`src/rtl/packet_generator.sv`:
```
// rtl/packet_generator.sv - registered packet source with handshake, sequence numbering and error injection
//
// Ports:
//   clk            in   rising-edge clock
//   reset          in   asynchronous active-low reset
//   enable         in   generate packets continuously while high
//   ready          in   downstream accepts data_bus this cycle
//   payload        in   payload field, sampled on load
//   inject_f_err   in   next loaded packet gets an all-zero header
//   inject_seq_err in   next loaded packet gets a skipped sequence number
//   data_bus       out  {header, payload, seq}
//   valid          out  data_bus holds a packet
//   sent_count     out  completed transfers, wraps at 256
module packet_generator #(
  parameter int BUS_SIZE  = 16,
  parameter int WORD_SIZE = 4,
  parameter int PAY_SIZE  = BUS_SIZE - 2 * WORD_SIZE
) (
  input  logic                clk,
  input  logic                reset,
  input  logic                enable,
  input  logic                ready,
  input  logic [PAY_SIZE-1:0] payload,
  input  logic                inject_f_err,
  input  logic                inject_seq_err,
  output logic [BUS_SIZE-1:0] data_bus,
  output logic                valid,
  output logic [7:0]          sent_count
);

  localparam logic [WORD_SIZE-1:0] F_CODE   = {WORD_SIZE{1'b1}};
  localparam logic [WORD_SIZE-1:0] BAD_CODE = {WORD_SIZE{1'b0}};
  localparam logic [WORD_SIZE-1:0] SEQ_ONE  = {{(WORD_SIZE-1){1'b0}}, 1'b1};

  typedef enum logic [1:0] {
    IDLE,
    FIRST,
    RUN,
    RESYNC
  } state_t;

  state_t               state, state_nxt;
  logic [WORD_SIZE-1:0] next_seq, next_seq_nxt;
  logic [BUS_SIZE-1:0]  data_nxt;
  logic                 valid_nxt;
  logic [7:0]           count_nxt;
  logic                 transfer;
  logic                 load;

  always_ff @(posedge clk or negedge reset) begin
    if (!reset) begin
      state      <= IDLE;
      next_seq   <= SEQ_ONE;
      data_bus   <= '0;
      valid      <= 1'b0;
      sent_count <= 8'd0;
    end else begin
      state      <= state_nxt;
      next_seq   <= next_seq_nxt;
      data_bus   <= data_nxt;
      valid      <= valid_nxt;
      sent_count <= count_nxt;
    end
  end

  always_comb begin
    state_nxt    = state;
    next_seq_nxt = next_seq;
    data_nxt     = data_bus;
    valid_nxt    = valid;
    transfer     = valid & ready;
    // A new packet may replace the held one only when the slot is empty
    // or is being emptied on this same edge.
    load         = enable & (~valid | transfer);
    count_nxt    = sent_count + {7'd0, transfer};

    if (load) begin
      valid_nxt = 1'b1;
      if (inject_f_err) begin
        data_nxt     = {BAD_CODE, payload, next_seq};
        next_seq_nxt = '0;
      end else if (inject_seq_err) begin
        data_nxt     = {F_CODE, payload, next_seq + SEQ_ONE};
        next_seq_nxt = '0;
      end else begin
        data_nxt     = {F_CODE, payload, next_seq};
        next_seq_nxt = next_seq + SEQ_ONE;
      end

      if (state == IDLE) begin
        state_nxt = FIRST;
      end else if (inject_f_err || inject_seq_err) begin
        state_nxt = RESYNC;
      end else if (state == RESYNC) begin
        state_nxt = FIRST;
      end else begin
        state_nxt = RUN;
      end
    end else if (transfer) begin
      valid_nxt = 1'b0;
      state_nxt = IDLE;
    end
  end

endmodule

```
`config.mk`:
```
export PLATFORM = sky130hd
export DESIGN_NAME = packet_generator
export DESIGN_NICKNAME = d
export VERILOG_FILES = /design/src/rtl/packet_generator.sv
export SDC_FILE = /design/constraint.sdc
export NUM_CORES = 1
export LEC_CHECK = 0
export BUFFER_PORTS_ARGS = -buffer_cell sky130_fd_sc_hd__buf_4
export CORE_MARGIN = 2
export CORE_UTILIZATION = 30
export CTS_CLUSTER_SIZE = 40
export DETAILED_ROUTE_END_ITERATION = 8
export MAX_ROUTING_LAYER = met4
export SYNTH_ARGS = -nofsm -noshare
export SYNTH_HDL_FRONTEND = slang
export SYNTH_SLANG_ARGS = --single-unit
export TNS_END_PERCENT = 100
```
`constraint.sdc`:
```
create_clock -name clk -period 1.3 [get_ports clk]
set_clock_uncertainty 0.05 [all_clocks]
set_input_delay 0.26 -clock clk [delete_from_list [all_inputs] [get_ports clk]]
set_output_delay 0.26 -clock clk [all_outputs]
set_load 0.01 [all_outputs]
```
==> results of run 1 <==
==> area by class of cell <==
type / instances / area (um2) / area share (%)
Inverter: 4 / 15.0 / 0.862
Sequential cell: 26 / 652 / 37.4
Multi-Input combinational cell: 59 / 572 / 32.8
Clock inverter: 1 / 30.0 / 1.72
Timing Repair Buffer: 48 / 372 / 21.3
Tap cell: 48 / 60.1 / 3.45
Clock buffer: 3 / 41.3 / 2.37
==> flip-flops by register name (all words and copies together) (netlist names) <==
register / count
next_seq: 4
data_bus: 13
valid: 1
sent_count: 8
==> what timing repair did <==
item / 4_1_cts / 5_1_grt
gates resized for setup: 4 / 18
endpoints found under the hold margin: 25 / 0
pin swaps: 2 / 8
cloned: 1 / 1
buffers inserted: 0 / 2
hold buffers: 1 / 0
setup endpoints to repair: 11 / 17
==> report_power, final <==
part           internal (mW)  leakage, nW  switching (mW)  total, mW
Combinational          0.428        0.473           0.306      0.734
Clock                  0.412       0.0357           0.264      0.676
Sequential             0.967        0.317           0.162       1.13
==> final timing paths <==
kind | start | endpoint | slack [ps] | cells past startpoint
setup / recovery | valid | sent_count[6] | -30 | 6
hold / removal | payload[7] | data_bus[11] | 170 | 2
setup reg to reg | valid | sent_count[6] | -30 | 6
hold reg to reg | sent_count[7] | sent_count[7] | 440 | 1
max in group asynchronous | reset | next_seq[0] | 540 | 2
min in group asynchronous | reset | sent_count[5] | 370 | 2
==> routing by layer <==
| metal | wire (um) | vias to the layer above |
|---|---|---|
| met3 | 136 | 4 |
| met1 | 1170 | 459 |
| met2 | 1280 | 30 |
| met5 | 0 | - |
| met4 | 21 | 0 |
| li1 | - | 420 |
==> per-stage QoR <==
step	util [%]	power, mW	instance area (um2)	TNS (ps)
2_1_floorplan	-	1.44	1210	-1030
3_3_place_gp	41.1	1.76	1540	-83.6
3_5_place_dp	41.1	1.79	1540	-188
4_1_cts	43.9	2.47	1640	-87.2
5_1_grt	46.5	2.68	1740	-545
6_report	46.5	2.54	1740	-68.6
==> cell families (layout without fill, tap and decap cells) <==
kind of cell,after synthesis,in the layout
and+or+nand+nor,21,22
adders and majority gates,4,4
xor gates and xnor gates,7,7
AOI/OAI and AO/OA,15,15
muxes,11,11
buffers and inverters,12,56
DFF,26,26
==> layout by cell type (no fill, tap or decap), drive strengths merged, types with 2 or more instances in the layout <==
| cell | count |
|---|---|
| a32o | 2 |
| buf | 47 |
| xnor2 | 2 |
| clkbuf | 3 |
| nand2 | 2 |
| a21oi | 7 |
| ha | 4 |
| dfrtp | 25 |
| xor2 | 5 |
| o21ai | 3 |
| nand3 | 4 |
| mux2 | 8 |
| nor2 | 3 |
| and2 | 3 |
| inv | 4 |
| nand2b | 3 |
| mux2i | 3 |
==> critical path, delay by kind of cell (launching register included) <==
family / cells / cell delay [ps]
XOR/XNOR: 1 / 110
adder cells (fa/ha/maj): 2 / 310
flip-flops: 1 / 390
AND/OR/NAND/NOR: 3 / 390
==> metrics, run 1 <==
Syn Nets 114; vias post-DR 913; DP Wirelength 1660 um; GR Util met2 20.4%; Post-synth EDFFs 0; Yosys cell types 33; worst-margin pin slew 326 ps; Mean Syn Cell Area 12.4 um2; Layout Cells excl Fill 189; Synth Cell Area 1190 um2; Worst EP arrival 1480 ps; adder-cell area share of the yosys netlist 4.21%; Post-synth top cells dfrtp_1 (25), a21oi_1 (7), mux2_2 (7); Congestion Overflow GR 0; Top cell by count, worst path ha_4; Clk Latency, worst-skew pair 270 ps; Yosys top cell area share 52.6%; Yosys top cell by area dfrtp_1; Synth Register Bits 26; relative slew slack 78.3%; first-pass GRT wire length 3870 um; CP peak stage delay 390 ps; DRC viols 0; port bufs 38; Total Routing Usage GR 11.8%; clk sinks 26; Cell Chain, Critical Path and2_4 -> ha_4 -> ha_4 -> and3_4 -> nand3_2 -> xnor2_1; Peak VDD IR 0.000845 V; Final WS setup -33.8 ps; Die X 66.9 um; io pins 39; # Max-Cap Violations 0; crit path kind flop to flop; Synthesis Warnings 0; cells after synthesis 96; top post-synthesis cells by area dfrtp_1 (53%), mux2_2 (6.6%), ha_1 (4.2%), xor2_1 (3.7%), a21oi_1 (2.9%); largest family of logic cells by synthesized area simple AND/OR/NAND/NOR gates; number of diodes 0; failing checks setup timing; fill count 354; crit end category flop; HP Class input port to flop; Crit Path Max Fanout 2; CTS clk-pin slew, worst paths 90 ps; CP Launch Type flop; dpl ws -68.8 ps; TritonCTS buffer count 3; final hold vios 0; nets 160; met1 usage 14.0%; Most used DFF post-synth dfrtp_1; Finish-stage setup viols 7; count leader, synth dfrtp_1; Slew Limit Fails 0; H-tree level count 1; LEAKAGE 0.826 nW; Simple-Gate Fraction of Synth Area 10.6%; sequential share of the synthesized area 54.8%; maximum root-to-sink buffer count 2; min Tclk post-route 1330 ps; worst hold slack 165 ps; layout cells sized above 1 53.2%; routability cong. 0.822; CP Data Required Time 1450 ps; RSZ-0062 raised after global routing yes; number of cell rows 22; Detail Route Antenna Nets 0; Synth Area in XOR/XNOR 5.16%; Total Wirelength 2610 um; Post-Place Cells 180; CORE AREA 3740 um2; Crit-path slowest cell dfrtp_1; Achievable Freq 750 MHz; die area 4480 um2; WL/cell 13.8 um; CTS tree built; vias in the first global route 872; initial core utilization 31.8%; Die Height 66.9 um; power density cells 1460 nW/um2; mux share of post-synthesis cell area 10.4%; largest net degree at the start of global routing 27; via/cell ratio 4.83; Iter 0 DRT Violations 26; P&R area growth vs syn 46.5%; routing usage on met3 3.21%; compound-gate portion of the synthesized area 8.00%; outcome finished, violations left; GRT Max-Usage Layer met2; Tcrit/Tclk final 103%; Synth async-reset ratio 100%; Detailed Routing Iterations Pass 1 4; root buf cell clkbuf_8; initial antenna violation count 0
No activity file was read; power rests on OpenSTA's default activity.
==> run 2: changes to the inputs <==
--- a/constraint.sdc
+++ b/constraint.sdc
@@ -4,2 +4,2 @@
 set_output_delay 0.26 -clock clk [all_outputs]
-set_load 0.01 [all_outputs]
+set_load 0.05 [all_outputs]
==> run 2 against run 1 <==
Net effect: the run still ends with setup timing left; clock power decreased by 3%; die area unchanged; worst setup slack got worse by 34 ps; non-clock buffer count decreased by 4; cell count decreased by 2.1%; utilization decreased by 1.6 points; final area decreased by 3.5%; register-to-register slack got worse by 30 ps; largest power group is now combinational logic.
==> metrics, run 2 (same netlist as run 1, synthesis figures left out) <==
outcome finished, violations left; failing checks setup timing; CTS clk-pin slew, worst paths 90 ps; vias in the first global route 834; number of diodes 0; worst-margin pin slew 324 ps; Total Wirelength 2420 um; RR Endpoint sent_count[4]; met1 usage 12.2%; initial antenna violation count 0; min Tclk post-route 1370 ps; Detail Route Antenna Nets 0; Congestion Overflow GR 0; hold depth 2; worst r2r src valid; power density cells 1780 nW/um2; vias post-DR 868; relative slew slack 78.4%; DP Wirelength 1730 um; most frequent cells in the layout buf_4 (43), dfrtp_1 (23), a21oi_1 (7); Detailed Routing Iterations Pass 1 4; die area 4480 um2; P&R area growth vs syn 41.4%; Total Routing Usage GR 10.8%; fill count 354; Post-Route Utilization 44.9%; routing usage on met3 4.05%; Tcrit/Tclk final 105%; crit end category flop; total chip power 2.99 mW; Crit Path Max Fanout 3; largest net degree at the start of global routing 27; Final WS setup -67.9 ps; CP Data Required Time 1410 ps; DRC viols 0; first-pass GRT wire length 3590 um; LEAKAGE 0.781 nW; GRT Max-Usage Layer met2; crit path kind flop to flop; HP Start payload[4]; via/cell ratio 4.69; Largest regs data_bus x13, sent_count x8, next_seq x4; Peak VDD IR 0.000751 V; HP Class input port to flop; maximum root-to-sink buffer count 2; RSZ-0062 raised after global routing yes; Worst EP arrival 1470 ps; CORE AREA 3740 um2; max FFs per register 13; Finish-stage setup viols 4; Die Height 66.9 um; root buf cell clkbuf_8; WL/cell 13.1 um; Reg2Reg Depth 5; Iter 0 DRT Violations 60; routability cong. 0.821; H-tree level count 1; multi-input logic area 547 um2; initial core utilization 31.8%; Slew Limit Fails 0; GR Util met2 18.4%; Endpoint, Worst Hold data_bus[8]; Reg with most FFs data_bus; dpl ws -65.0 ps; layout cells sized above 1 52.6%; Layout Cells excl Fill 185; port bufs 38; Reg area 654 um2; CP Launch Type flop; CTS tree built; clk sinks 26; io pins 39; Clk Latency, worst-skew pair 260 ps; # Max-Cap Violations 0; Post-Place Cells 177; Achievable Freq 731 MHz; most common cell after layout, fill and taps aside buf_4; Die X 66.9 um; TritonCTS buffer count 3; worst reg2reg setup slack -70 ps; number of cell rows 22; final hold vios 0; nets 156
==> run 2: layer usage <==
| layer | share of wire (%) | vias to the layer above |
|---|---|---|
| li1 | - | 413 |
| met1 | 42 | 425 |
| met2 | 51 | 30 |
| met3 | 7.1 | 0 |
| met4 | 0 | 0 |
| met5 | 0 | - |
==> run 2: repair_timing <==
action,in CTS,in global routing
endpoints found under the hold margin,25,0
endpoints found under the setup margin,6,16
setup buffers,1,1
hold buffers,1,0
gates resized for setup,3,4
pin swaps,1,5
gates cloned,0,1
==> run 2: metrics by stage <==
step	TNS (ps)	instance area, um2	hold slack (ps)
floorplan	-3260	1240	-85.6
global placement	-82.0	1540	136
detailed placement	-129	1540	138
CTS	-164	1650	164
global route	-443	1680	153
finish	-156	1680	172
==> run 2: report_power, final <==
group	leakage [nW]	switching (mW)	internal [mW]
combinational	0.430	0.795	0.406
sequential	0.315	0.163	0.971
clock	0.0357	0.246	0.411
==> run 2: area by class of cell <==
cell class	count	area share, %
repair buffers	44	19.8
clock buffers	3	2.46
clock inverters	1	1.79
multi-input cells	59	32.5
inverters	4	0.894
well taps	48	3.57
flip-flops and latches	26	38.9
==> run 2: worst max-delay path: stages (launching register included) <==
cell and delay (ps):
dfrtp_2 440, and2_4 150, ha_4 160, ha_4 150, and3_4 180, xor2_1 130
==> run 2: worst max path at each step <==
stage                         end  slack [ps]  cells past startpoint  startpoint
floorplan           sent_count[6]        -280                      6       valid
global placement    sent_count[4]         -40                      5       valid
detailed placement  sent_count[4]         -70                      5       valid
CTS                 sent_count[6]         -70                      6       valid
global route        sent_count[6]        -110                      6       valid
finish              sent_count[4]         -70                      5       valid
==> run 3: changes to the inputs <==
- BUFFER_PORTS_ARGS: -buffer_cell sky130_fd_sc_hd__buf_4 -> -buffer_cell sky130_fd_sc_hd__buf_2
- CAP_MARGIN: unset -> 40
- CTS_CLUSTER_SIZE: 40 -> 14
==> run 3 against run 2 <==
Net effect: the run still ends with setup timing left; clock-buffer cell count is the same; hold slack worse by 1.9 ps; total power is 0.14% higher; final area down 0.37%; fmax grew 1.2%; via count increased by 3.5%; cell count is 2.2% higher; combinational power about the same; global-route usage is 1.9 points higher; critical endpoint is now sent_count[6].
==> metrics, run 3 (same netlist as run 1, synthesis figures left out) <==
CP Launch Type flop; Total Wirelength 2670 um; layout cells sized above 1 54.6%; WL/cell 14.1 um; CP peak stage delay 410 ps; vias post-DR 898; Top cell by count, worst path ha_4; DRC viols 0; first-pass GRT wire length 4130 um; Crit Path Max Fanout 3; CORE AREA 3740 um2; Clk Latency, worst-skew pair 260 ps; RSZ-0062 raised after global routing yes; io pins 39; initial antenna violation count 0; root buf cell clkbuf_8; DP Wirelength 1750 um; number of diodes 0; Congestion Overflow GR 0; largest net degree at the start of global routing 27; most frequent cells in the layout buf_2 (34), dfrtp_1 (22), buf_4 (9); Reg with most FFs data_bus; power density cells 1790 nW/um2; LEAKAGE 0.810 nW; Die X 66.9 um; number of cell rows 22; port bufs 38; CP Data Required Time 1440 ps; H-tree level count 1; clk sinks 26; Finish-stage setup viols 11; CP delay by family, top flip-flops; die area 4480 um2; worst-margin pin slew 338 ps; via/cell ratio 4.75; Tcrit/Tclk final 104%; Iter 0 DRT Violations 20; relative slew slack 77.5%; Largest regs data_bus x13, sent_count x8, next_seq x4; total negative slack -173 ps; fill count 366; CTS clk-pin slew, worst paths 90 ps; maximum root-to-sink buffer count 2; crit end category flop; Worst EP arrival 1490 ps; outcome finished, violations left; total chip power 3.00 mW; worst reg2reg setup slack -50 ps; crit path kind flop to flop; Die Height 66.9 um; Detail Route Antenna Nets 0; Slew Limit Fails 0; max FFs per register 13; CTS tree built; most common cell after layout, fill and taps aside buf_2; Achievable Freq 740 MHz; # Max-Cap Violations 0; HP Class input port to flop; routability cong. 0.852; TritonCTS buffer count 3; final hold vios 0; min Tclk post-route 1350 ps; Crit-path slowest cell dfrtp_2; vias in the first global route 906; Total Routing Usage GR 12.7%; Peak VDD IR 0.000655 V; Final WS setup -51.1 ps; initial core utilization 31.8%; Crit path buffers/inverters 0; nets 160; Detailed Routing Iterations Pass 1 4; Cell Chain, Critical Path and2_4 -> ha_4 -> ha_4 -> and3_4 -> nand3_2 -> xnor2_1; P&R area growth vs syn 40.8%; failing checks setup timing
[run 3: per-stage QoR]
stage	setup WS [ps]	hold slack, ps	utilization (%)	cell area [um2]	cells
floorplan	-284	-85.6	-	1240	96
global placement	-40.3	219	39.1	1460	179
detailed placement	-74.0	227	39.1	1460	179
CTS	-82.7	159	42.5	1590	187
global route	-95.1	163	44.7	1670	189
finish	-51.1	170	44.7	1670	189
[run 3: final timing paths]
check	depth (start not counted)	endpoint	start
max	6	sent_count[6]	valid
min	2	data_bus[11]	payload[7]
max reg2reg	6	sent_count[6]	valid
min reg2reg	1	sent_count[7]	sent_count[7]
max in group asynchronous	3	next_seq[0]	reset
min in group asynchronous	3	sent_count[4]	reset
[run 3: cell type report]
class | instances | area [um2] | share of cell area [%]
clock buffers | 3 | 41.3 | 2.47
clock inverters | 1 | 30.0 | 1.79
inverters | 4 | 15.0 | 0.897
multi-input cells | 59 | 583 | 34.8
flip-flops and latches | 26 | 656 | 39.2
well taps | 48 | 60.1 | 3.59
repair buffers | 48 | 289 | 17.3
[run 3: timing repair]
item / 4_1_cts / 5_1_grt
endpoints found under the setup margin: 12 / 15
resized for setup: 6 / 19
pin swaps: 5 / 4
cloned: 0 / 1
hold buffers: 1 / 0
hold endpoints to repair: 25 / 0
setup buffers: 3 / 1
[run 3: metal layers]
| layer | wire (um) | GRT usage, % | up-vias | part of all wire (%) |
|---|---|---|---|---|
| met5 | 0 | - | - | 0 |
| li1 | - | - | 425 | - |
| met1 | 1110 | 13.0 | 436 | 42 |
| met3 | 139 | 3.55 | 4 | 5.2 |
| met2 | 1390 | 23.8 | 33 | 52 |
| met4 | 26 | 3.06 | 0 | 0.98 |
[run 3: power by group]
group / switching, mW / total, mW / internal [mW]
combinational: 0.815 / 1.19 / 0.374
sequential: 0.173 / 1.15 / 0.974
clock: 0.249 / 0.660 / 0.411
total: 1.24 / 3.00 / 1.76
